**config.mk**
```make
export PLATFORM = sky130hd
export DESIGN_NAME = mem_wb_pipe_flat
export DESIGN_NICKNAME = d
export VERILOG_FILES = /design/src/rtl/mem_wb_pipe_if.sv /design/src/rtl/mem_wb_pipe.sv /design/src/flat_wrapper.sv
export SDC_FILE = /design/constraint.sdc
export NUM_CORES = 1
export LEC_CHECK = 0
export BUFFER_PORTS_ARGS = -buffer_cell sky130_fd_sc_hd__buf_4
export CAP_MARGIN = 15
export CORE_AREA = 2 2 151 153
export DETAILED_ROUTE_END_ITERATION = 8
export DIE_AREA = 0 0 153 155
export PLACE_DENSITY_LB_ADDON = 0.2
export SYNTH_ARGS = -nofsm -noshare
export SYNTH_HDL_FRONTEND = slang
export SYNTH_SLANG_ARGS = --single-unit
```
**constraint.sdc**
```tcl
create_clock -name clk -period 2.5 [get_ports clk]
set_input_delay 0.25 -clock clk [delete_from_list [all_inputs] [get_ports clk]]
set_output_delay 0.25 -clock clk [all_outputs]
set_load 0.01 [all_outputs]
```
**src/rtl/mem_wb_pipe_if.sv**
```systemverilog
// MEM/WB segment bus: execute-side inputs, writeback-side outputs, data-cache port and statistics.
// master = surrounding pipeline / cache, slave = the mem_wb_pipe segment.
interface mem_wb_pipe_if #(
  parameter int DATA_W = 32,
  parameter int RD_W   = 5,
  parameter int CNT_W  = 32
);
  logic                en;
  logic                clear;
  logic [DATA_W-1:0]   AluOutE;
  logic [DATA_W-1:0]   PCE;
  logic [RD_W-1:0]     RdE;
  logic [2:0]          RegWriteE;
  logic                MemToRegE;
  logic                LoadNpcE;
  logic [DATA_W/8-1:0] MemWriteE;
  logic [DATA_W-1:0]   ForwardData2;
  logic [DATA_W-1:0]   AluOutMW;
  logic [DATA_W-1:0]   PCMW;
  logic [RD_W-1:0]     RdMW;
  logic [2:0]          RegWriteMW;
  logic                MemToRegMW;
  logic                LoadNpcMW;
  logic [DATA_W-1:0]   CacheAddr;
  logic [DATA_W-1:0]   CacheWrData;
  logic [DATA_W/8-1:0] CacheWrBe;
  logic                CacheRdReq;
  logic                CacheWrReq;
  logic                CacheMiss;
  logic [DATA_W-1:0]   CacheRdData;
  logic [DATA_W-1:0]   RD;
  logic                MemStall;
  logic [CNT_W-1:0]    HitCnt;
  logic [CNT_W-1:0]    MissCnt;

  modport master (
    output en, clear, AluOutE, PCE, RdE, RegWriteE, MemToRegE, LoadNpcE, MemWriteE, ForwardData2,
           CacheMiss, CacheRdData,
    input  AluOutMW, PCMW, RdMW, RegWriteMW, MemToRegMW, LoadNpcMW, CacheAddr, CacheWrData, CacheWrBe,
           CacheRdReq, CacheWrReq, RD, MemStall, HitCnt, MissCnt
  );

  modport slave (
    input  en, clear, AluOutE, PCE, RdE, RegWriteE, MemToRegE, LoadNpcE, MemWriteE, ForwardData2,
           CacheMiss, CacheRdData,
    output AluOutMW, PCMW, RdMW, RegWriteMW, MemToRegMW, LoadNpcMW, CacheAddr, CacheWrData, CacheWrBe,
           CacheRdReq, CacheWrReq, RD, MemStall, HitCnt, MissCnt
  );
endinterface

```
**src/rtl/mem_wb_pipe.sv**
```systemverilog
// MEM/WB pipeline segment with blocking data-cache miss FSM; 1-cycle register latency, zero-cycle MemStall,
// en=0 holds the segment. Hit/miss counters are built only when MW_PERF_CNT_EN is defined.
module mem_wb_pipe #(
  parameter int DATA_W = 32,
  parameter int RD_W   = 5,
  parameter int CNT_W  = 32
) (
  input logic          clk,
  input logic          rst,
  mem_wb_pipe_if.slave bus
);
  typedef enum logic {IDLE, MISS} state_t;

  state_t            state_q;
  state_t            state_d;
  logic              rd_req;
  logic              wr_req;
  logic              access;
  logic              stall_ff;
  logic              clear_ff;
  logic [DATA_W-1:0] rd_hold;
  logic [DATA_W-1:0] rd_out;

  logic [DATA_W-1:0] alu_q;
  logic [DATA_W-1:0] pc_q;
  logic [RD_W-1:0]   rd_q;
  logic [2:0]        regwr_q;
  logic              m2r_q;
  logic              npc_q;

  // A flushed instruction must never reach the cache.
  assign rd_req = bus.MemToRegE & ~bus.clear;
  assign wr_req = (|bus.MemWriteE) & ~bus.clear;
  assign access = rd_req | wr_req;

  assign bus.CacheAddr   = bus.AluOutE;
  assign bus.CacheWrData = bus.ForwardData2;
  assign bus.CacheWrBe   = bus.MemWriteE;
  assign bus.CacheRdReq  = rd_req;
  assign bus.CacheWrReq  = wr_req;

  always_ff @(posedge clk) begin
    if (rst) state_q <= IDLE;
    else     state_q <= state_d;
  end

  // Once a fill is outstanding the stall tracks CacheMiss alone, so a flush cannot drop it.
  always_comb begin
    state_d      = state_q;
    bus.MemStall = 1'b0;
    case (state_q)
      IDLE: begin
        bus.MemStall = access & bus.CacheMiss;
        if (access && bus.CacheMiss) state_d = MISS;
      end
      MISS: begin
        bus.MemStall = bus.CacheMiss;
        if (!bus.CacheMiss) state_d = IDLE;
      end
      default: state_d = IDLE;
    endcase
  end

  always_ff @(posedge clk) begin
    if (rst) begin
      alu_q   <= '0;
      pc_q    <= '0;
      rd_q    <= '0;
      regwr_q <= '0;
      m2r_q   <= 1'b0;
      npc_q   <= 1'b0;
    end else if (bus.en) begin
      if (bus.clear) begin
        alu_q   <= '0;
        pc_q    <= '0;
        rd_q    <= '0;
        regwr_q <= '0;
        m2r_q   <= 1'b0;
        npc_q   <= 1'b0;
      end else begin
        alu_q   <= bus.AluOutE;
        pc_q    <= bus.PCE;
        rd_q    <= bus.RdE;
        regwr_q <= bus.RegWriteE;
        m2r_q   <= bus.MemToRegE;
        npc_q   <= bus.LoadNpcE;
      end
    end
  end

  assign bus.AluOutMW   = alu_q;
  assign bus.PCMW       = pc_q;
  assign bus.RdMW       = rd_q;
  assign bus.RegWriteMW = regwr_q;
  assign bus.MemToRegMW = m2r_q;
  assign bus.LoadNpcMW  = npc_q;

  // The cache only presents load data for one cycle; park it while the segment is held.
  always_ff @(posedge clk) begin
    if (rst) begin
      stall_ff <= 1'b0;
      clear_ff <= 1'b0;
      rd_hold  <= '0;
    end else begin
      stall_ff <= ~bus.en;
      clear_ff <= bus.en & bus.clear;
      rd_hold  <= bus.en ? '0 : rd_out;
    end
  end

  assign rd_out = (stall_ff | clear_ff) ? rd_hold : bus.CacheRdData;
  assign bus.RD = rd_out;

`ifdef MW_PERF_CNT_EN
  logic [CNT_W-1:0] hit_q;
  logic [CNT_W-1:0] miss_q;
  logic             hit_inc;
  logic             miss_inc;

  assign hit_inc  = (state_q == IDLE) & access & ~bus.CacheMiss & bus.en;
  assign miss_inc = (state_q == MISS) & ~bus.CacheMiss;

  always_ff @(posedge clk) begin
    if (rst) begin
      hit_q  <= '0;
      miss_q <= '0;
    end else begin
      if (hit_inc && !(&hit_q))   hit_q  <= hit_q + 1'b1;
      if (miss_inc && !(&miss_q)) miss_q <= miss_q + 1'b1;
    end
  end

  assign bus.HitCnt  = hit_q;
  assign bus.MissCnt = miss_q;
`else
  assign bus.HitCnt  = {CNT_W{1'b0}};
  assign bus.MissCnt = {CNT_W{1'b0}};
`endif
endmodule
```
**src/flat_wrapper.sv**
```systemverilog
// flat-port wrapper written by rule: the top's interface ports become plain ports
module mem_wb_pipe_flat 
#(
  parameter int DATA_W = 32,
  parameter int RD_W   = 5,
  parameter int CNT_W  = 32
)
  (clk, rst, bus_en, bus_clear, bus_AluOutE, bus_PCE, bus_RdE, bus_RegWriteE, bus_MemToRegE, bus_LoadNpcE, bus_MemWriteE, bus_ForwardData2, bus_CacheMiss, bus_CacheRdData, bus_AluOutMW, bus_PCMW, bus_RdMW, bus_RegWriteMW, bus_MemToRegMW, bus_LoadNpcMW, bus_CacheAddr, bus_CacheWrData, bus_CacheWrBe, bus_CacheRdReq, bus_CacheWrReq, bus_RD, bus_MemStall, bus_HitCnt, bus_MissCnt);
  mem_wb_pipe_if #(.DATA_W(DATA_W), .RD_W(RD_W), .CNT_W(CNT_W)) bus_i ();
  input logic clk;
  input logic rst;
  input wire logic [$bits(bus_i.en)-1:0] bus_en;
  input wire logic [$bits(bus_i.clear)-1:0] bus_clear;
  input wire logic [$bits(bus_i.AluOutE)-1:0] bus_AluOutE;
  input wire logic [$bits(bus_i.PCE)-1:0] bus_PCE;
  input wire logic [$bits(bus_i.RdE)-1:0] bus_RdE;
  input wire logic [$bits(bus_i.RegWriteE)-1:0] bus_RegWriteE;
  input wire logic [$bits(bus_i.MemToRegE)-1:0] bus_MemToRegE;
  input wire logic [$bits(bus_i.LoadNpcE)-1:0] bus_LoadNpcE;
  input wire logic [$bits(bus_i.MemWriteE)-1:0] bus_MemWriteE;
  input wire logic [$bits(bus_i.ForwardData2)-1:0] bus_ForwardData2;
  input wire logic [$bits(bus_i.CacheMiss)-1:0] bus_CacheMiss;
  input wire logic [$bits(bus_i.CacheRdData)-1:0] bus_CacheRdData;
  output wire logic [$bits(bus_i.AluOutMW)-1:0] bus_AluOutMW;
  output wire logic [$bits(bus_i.PCMW)-1:0] bus_PCMW;
  output wire logic [$bits(bus_i.RdMW)-1:0] bus_RdMW;
  output wire logic [$bits(bus_i.RegWriteMW)-1:0] bus_RegWriteMW;
  output wire logic [$bits(bus_i.MemToRegMW)-1:0] bus_MemToRegMW;
  output wire logic [$bits(bus_i.LoadNpcMW)-1:0] bus_LoadNpcMW;
  output wire logic [$bits(bus_i.CacheAddr)-1:0] bus_CacheAddr;
  output wire logic [$bits(bus_i.CacheWrData)-1:0] bus_CacheWrData;
  output wire logic [$bits(bus_i.CacheWrBe)-1:0] bus_CacheWrBe;
  output wire logic [$bits(bus_i.CacheRdReq)-1:0] bus_CacheRdReq;
  output wire logic [$bits(bus_i.CacheWrReq)-1:0] bus_CacheWrReq;
  output wire logic [$bits(bus_i.RD)-1:0] bus_RD;
  output wire logic [$bits(bus_i.MemStall)-1:0] bus_MemStall;
  output wire logic [$bits(bus_i.HitCnt)-1:0] bus_HitCnt;
  output wire logic [$bits(bus_i.MissCnt)-1:0] bus_MissCnt;
  assign bus_i.en = bus_en;
  assign bus_i.clear = bus_clear;
  assign bus_i.AluOutE = bus_AluOutE;
  assign bus_i.PCE = bus_PCE;
  assign bus_i.RdE = bus_RdE;
  assign bus_i.RegWriteE = bus_RegWriteE;
  assign bus_i.MemToRegE = bus_MemToRegE;
  assign bus_i.LoadNpcE = bus_LoadNpcE;
  assign bus_i.MemWriteE = bus_MemWriteE;
  assign bus_i.ForwardData2 = bus_ForwardData2;
  assign bus_i.CacheMiss = bus_CacheMiss;
  assign bus_i.CacheRdData = bus_CacheRdData;
  assign bus_AluOutMW = bus_i.AluOutMW;
  assign bus_PCMW = bus_i.PCMW;
  assign bus_RdMW = bus_i.RdMW;
  assign bus_RegWriteMW = bus_i.RegWriteMW;
  assign bus_MemToRegMW = bus_i.MemToRegMW;
  assign bus_LoadNpcMW = bus_i.LoadNpcMW;
  assign bus_CacheAddr = bus_i.CacheAddr;
  assign bus_CacheWrData = bus_i.CacheWrData;
  assign bus_CacheWrBe = bus_i.CacheWrBe;
  assign bus_CacheRdReq = bus_i.CacheRdReq;
  assign bus_CacheWrReq = bus_i.CacheWrReq;
  assign bus_RD = bus_i.RD;
  assign bus_MemStall = bus_i.MemStall;
  assign bus_HitCnt = bus_i.HitCnt;
  assign bus_MissCnt = bus_i.MissCnt;
  mem_wb_pipe #(.DATA_W(DATA_W), .RD_W(RD_W), .CNT_W(CNT_W)) u_core (.clk(clk), .rst(rst), .bus(bus_i));
endmodule
```
==> out/metrics.csv <==
metric,value,unit
final_core_util,29.20,%
drive_gt1_share,51.66,%
ys_ff_latch,109,
syn_area,4745,um2
syn_area_per_cell,11.49,um2
critical_path_arrival,1580,ps
slew-limit-headroom,60.36,%
synth_area_leader_cell,dfxtp_1,
antenna_left,0,
grt_max_degree,54,
drc,0,
numPortBuffers,259,
nNetsFinal,744,
path_buf_inv,2,
grt_use_met1,10.98,%
yosys-top-cells-area,"dfxtp_1, buf_4, a22o_1, mux2_4, and2_1",
die_w,153,um
critPathTopFamily,buffers and inverters,
initial_core_util,21.35,%
cts_sinks,109,
cp_max_fo,32,
gp_congestion,0.7269,
post_cts_buffers,0,
startpoint_type,register,
ys_seq_area_share,45.99,%
ios,388,
grt-ovfl-total,0,
hold_class,input port to register,
ctsLongestPathBuffers,2,
hpwlAfterDp,9.099,mm
dieArea,23720,um2
grt_util_met2,15.35,%
coreArea,22230,um2
cts_root_buf,clkbuf_16,
fin_crit_sh,73.31,%
grt_pass1_wl,17.61,mm
grt-busiest-layer,met2,
area_growth,36.81,%
cts-resized-gates,0,
grt_util_met3,4.429,%
crit_slowest_cell,mux2_1,
synth_cell_types,22,
postRouteWirelength,11.98,mm
yosysWarnings,0,
cp-end-kind,output pin,
worstPathCellList,nor2_4 -> buf_12 -> mux2_1 -> buf_4,
power.density,610.1,nW/um2
synth_cells,413,
drtIter0Drc,119,
fmax,0.5456,GHz
status,finished clean,
grt_usage,9.423,%
tightestPinTransition,594.0,ps
setup_viol,0,
hold_buffers,0,
num_vias,3346,
synth_top_area_share,45.99,%
grt_pass1_vias,3198,
final_hold_viol_count,0,
worstSetupPathType,register to output pin,
path_clk_slew,70,ps
rsz0062_at_grt,no,
clock_latency,340,ps
first_pass_iters,4,
cts_tree,built,
cts_buffers,9,
fin_hold_ws,105.2,ps
post_dp_cell_area,6198,um2
fin_crit,1833,ps
slew_viol_final,0,
avgViaCountPerCell,3.772,
max-vdd-ir-drop,0.0003249,V
crit_path_max_incr_delay,370,ps
setup_tns,0,ps
cp.required,2250,ps
max_cap_violations,0,
finClkSkew,6.820,ps
finalInstanceArea,6491,um2
leakagePower,3.222,nW
fillers,2329,
die_h,155,um
antenna_found_initial,0,
routedWlPerCell,13.51,um
placementRows,55,
antenna_cells,0,
htree_num_levels,3,
-- layout by cell type, fill, tap and decap left out --
master,count
a22o_1,73
and2_1,32
and3_1,1
buf_12,2
buf_4,262
bufinv_16,1
clkbuf_1,2
clkbuf_16,9
clkinv_2,1
clkinv_4,1
clkinvlp_4,1
conb_1,64
dfxtp_1,109
inv_1,1
inv_6,1
mux2_1,2
mux2_4,30
mux2i_1,1
nor2_1,2
nor2_4,2
nor2b_1,1
nor3b_4,1
nor4_1,1
o311a_1,1
o31a_1,1
-- logic make-up after synthesis --
kind of cell    synth area share (%)
compound gates                 13.87
flops                          45.99
mux                            10.18
other cells                  0.07904
buf+inv                        24.47
simple gates                   5.406
-- sequential cells by signal, summed over array words and instances, names as in the netlist --
name and count:
u_core.bus.AluOutMW 32, u_core.bus.LoadNpcMW 1, u_core.bus.MemToRegMW 1, u_core.bus.PCMW 32, u_core.bus.RdMW 5, u_core.bus.RegWriteMW 3, u_core.clear_ff 1, u_core.rd_hold 32
u_core.stall_ff 1, u_core.state_q 1
-- cells in the mapped netlist --
master	number
buf_4	137
dfxtp_1	109
a22o_1	73
and2_1	32
mux2_4	30
buf_2	7
clkbuf_1	6
buf_12	3
mux2_1	2
nor2_1	2
and3_1	1
buf_6	1
conb_1	1
inv_1	1
mux2i_1	1
nor2_2	1
nor2_4	1
nor2b_1	1
nor3b_2	1
nor4_1	1
o311a_1	1
o31a_1	1
-- per-stage QoR --
stage / std cells / total power, mW / setup slack, ps
finish: 887 / 3.960 / 667.3
global route: 887 / 4.153 / 586.6
CTS: 887 / 4.049 / 624.0
detailed placement: 871 / 2.564 / 961.0
global placement: 871 / 2.561 / 1034
floorplan: 476 / 2.360 / 1227
-- layer usage --
layer	wire, um	vias to the layer above
li1	-	1591
met1	4736	1540
met2	5991	196
met3	1087	19
met4	168	0
met5	0	-
-- final timing paths --
| check | from | to | slack, ps | depth (start not counted) |
|---|---|---|---|---|
| worst min register to register | u_core.bus.PCMW[15] | u_core.bus.PCMW[15] | 480 | 1 |
| worst max-delay path | u_core.clear_ff | bus_RD[30] | 670 | 4 |
| worst max register to register | u_core.clear_ff | u_core.rd_hold[29] | 1150 | 4 |
| worst min-delay path | bus_PCE[31] | u_core.bus.PCMW[31] | 110 | 2 |
-- power by group --
group | switching (mW) | internal, mW
registers | 0.0327 | 1.81
logic | 0.298 | 0.380
clock network | 0.661 | 0.783
total | 0.991 | 2.97
-- area by class of cell --
type / instances / area [um2] / area share, %
clock buffer: 11 / 232.7 / 3.585
clock inverter: 5 / 60.06 / 0.9252
inverter: 1 / 3.754 / 0.05783
multi-input combinational: 212 / 1649 / 25.40
sequential: 109 / 2182 / 33.62
tap: 285 / 356.6 / 5.493
timing repair buffer: 264 / 2007 / 30.92
(Power assumes the default switching activity.)
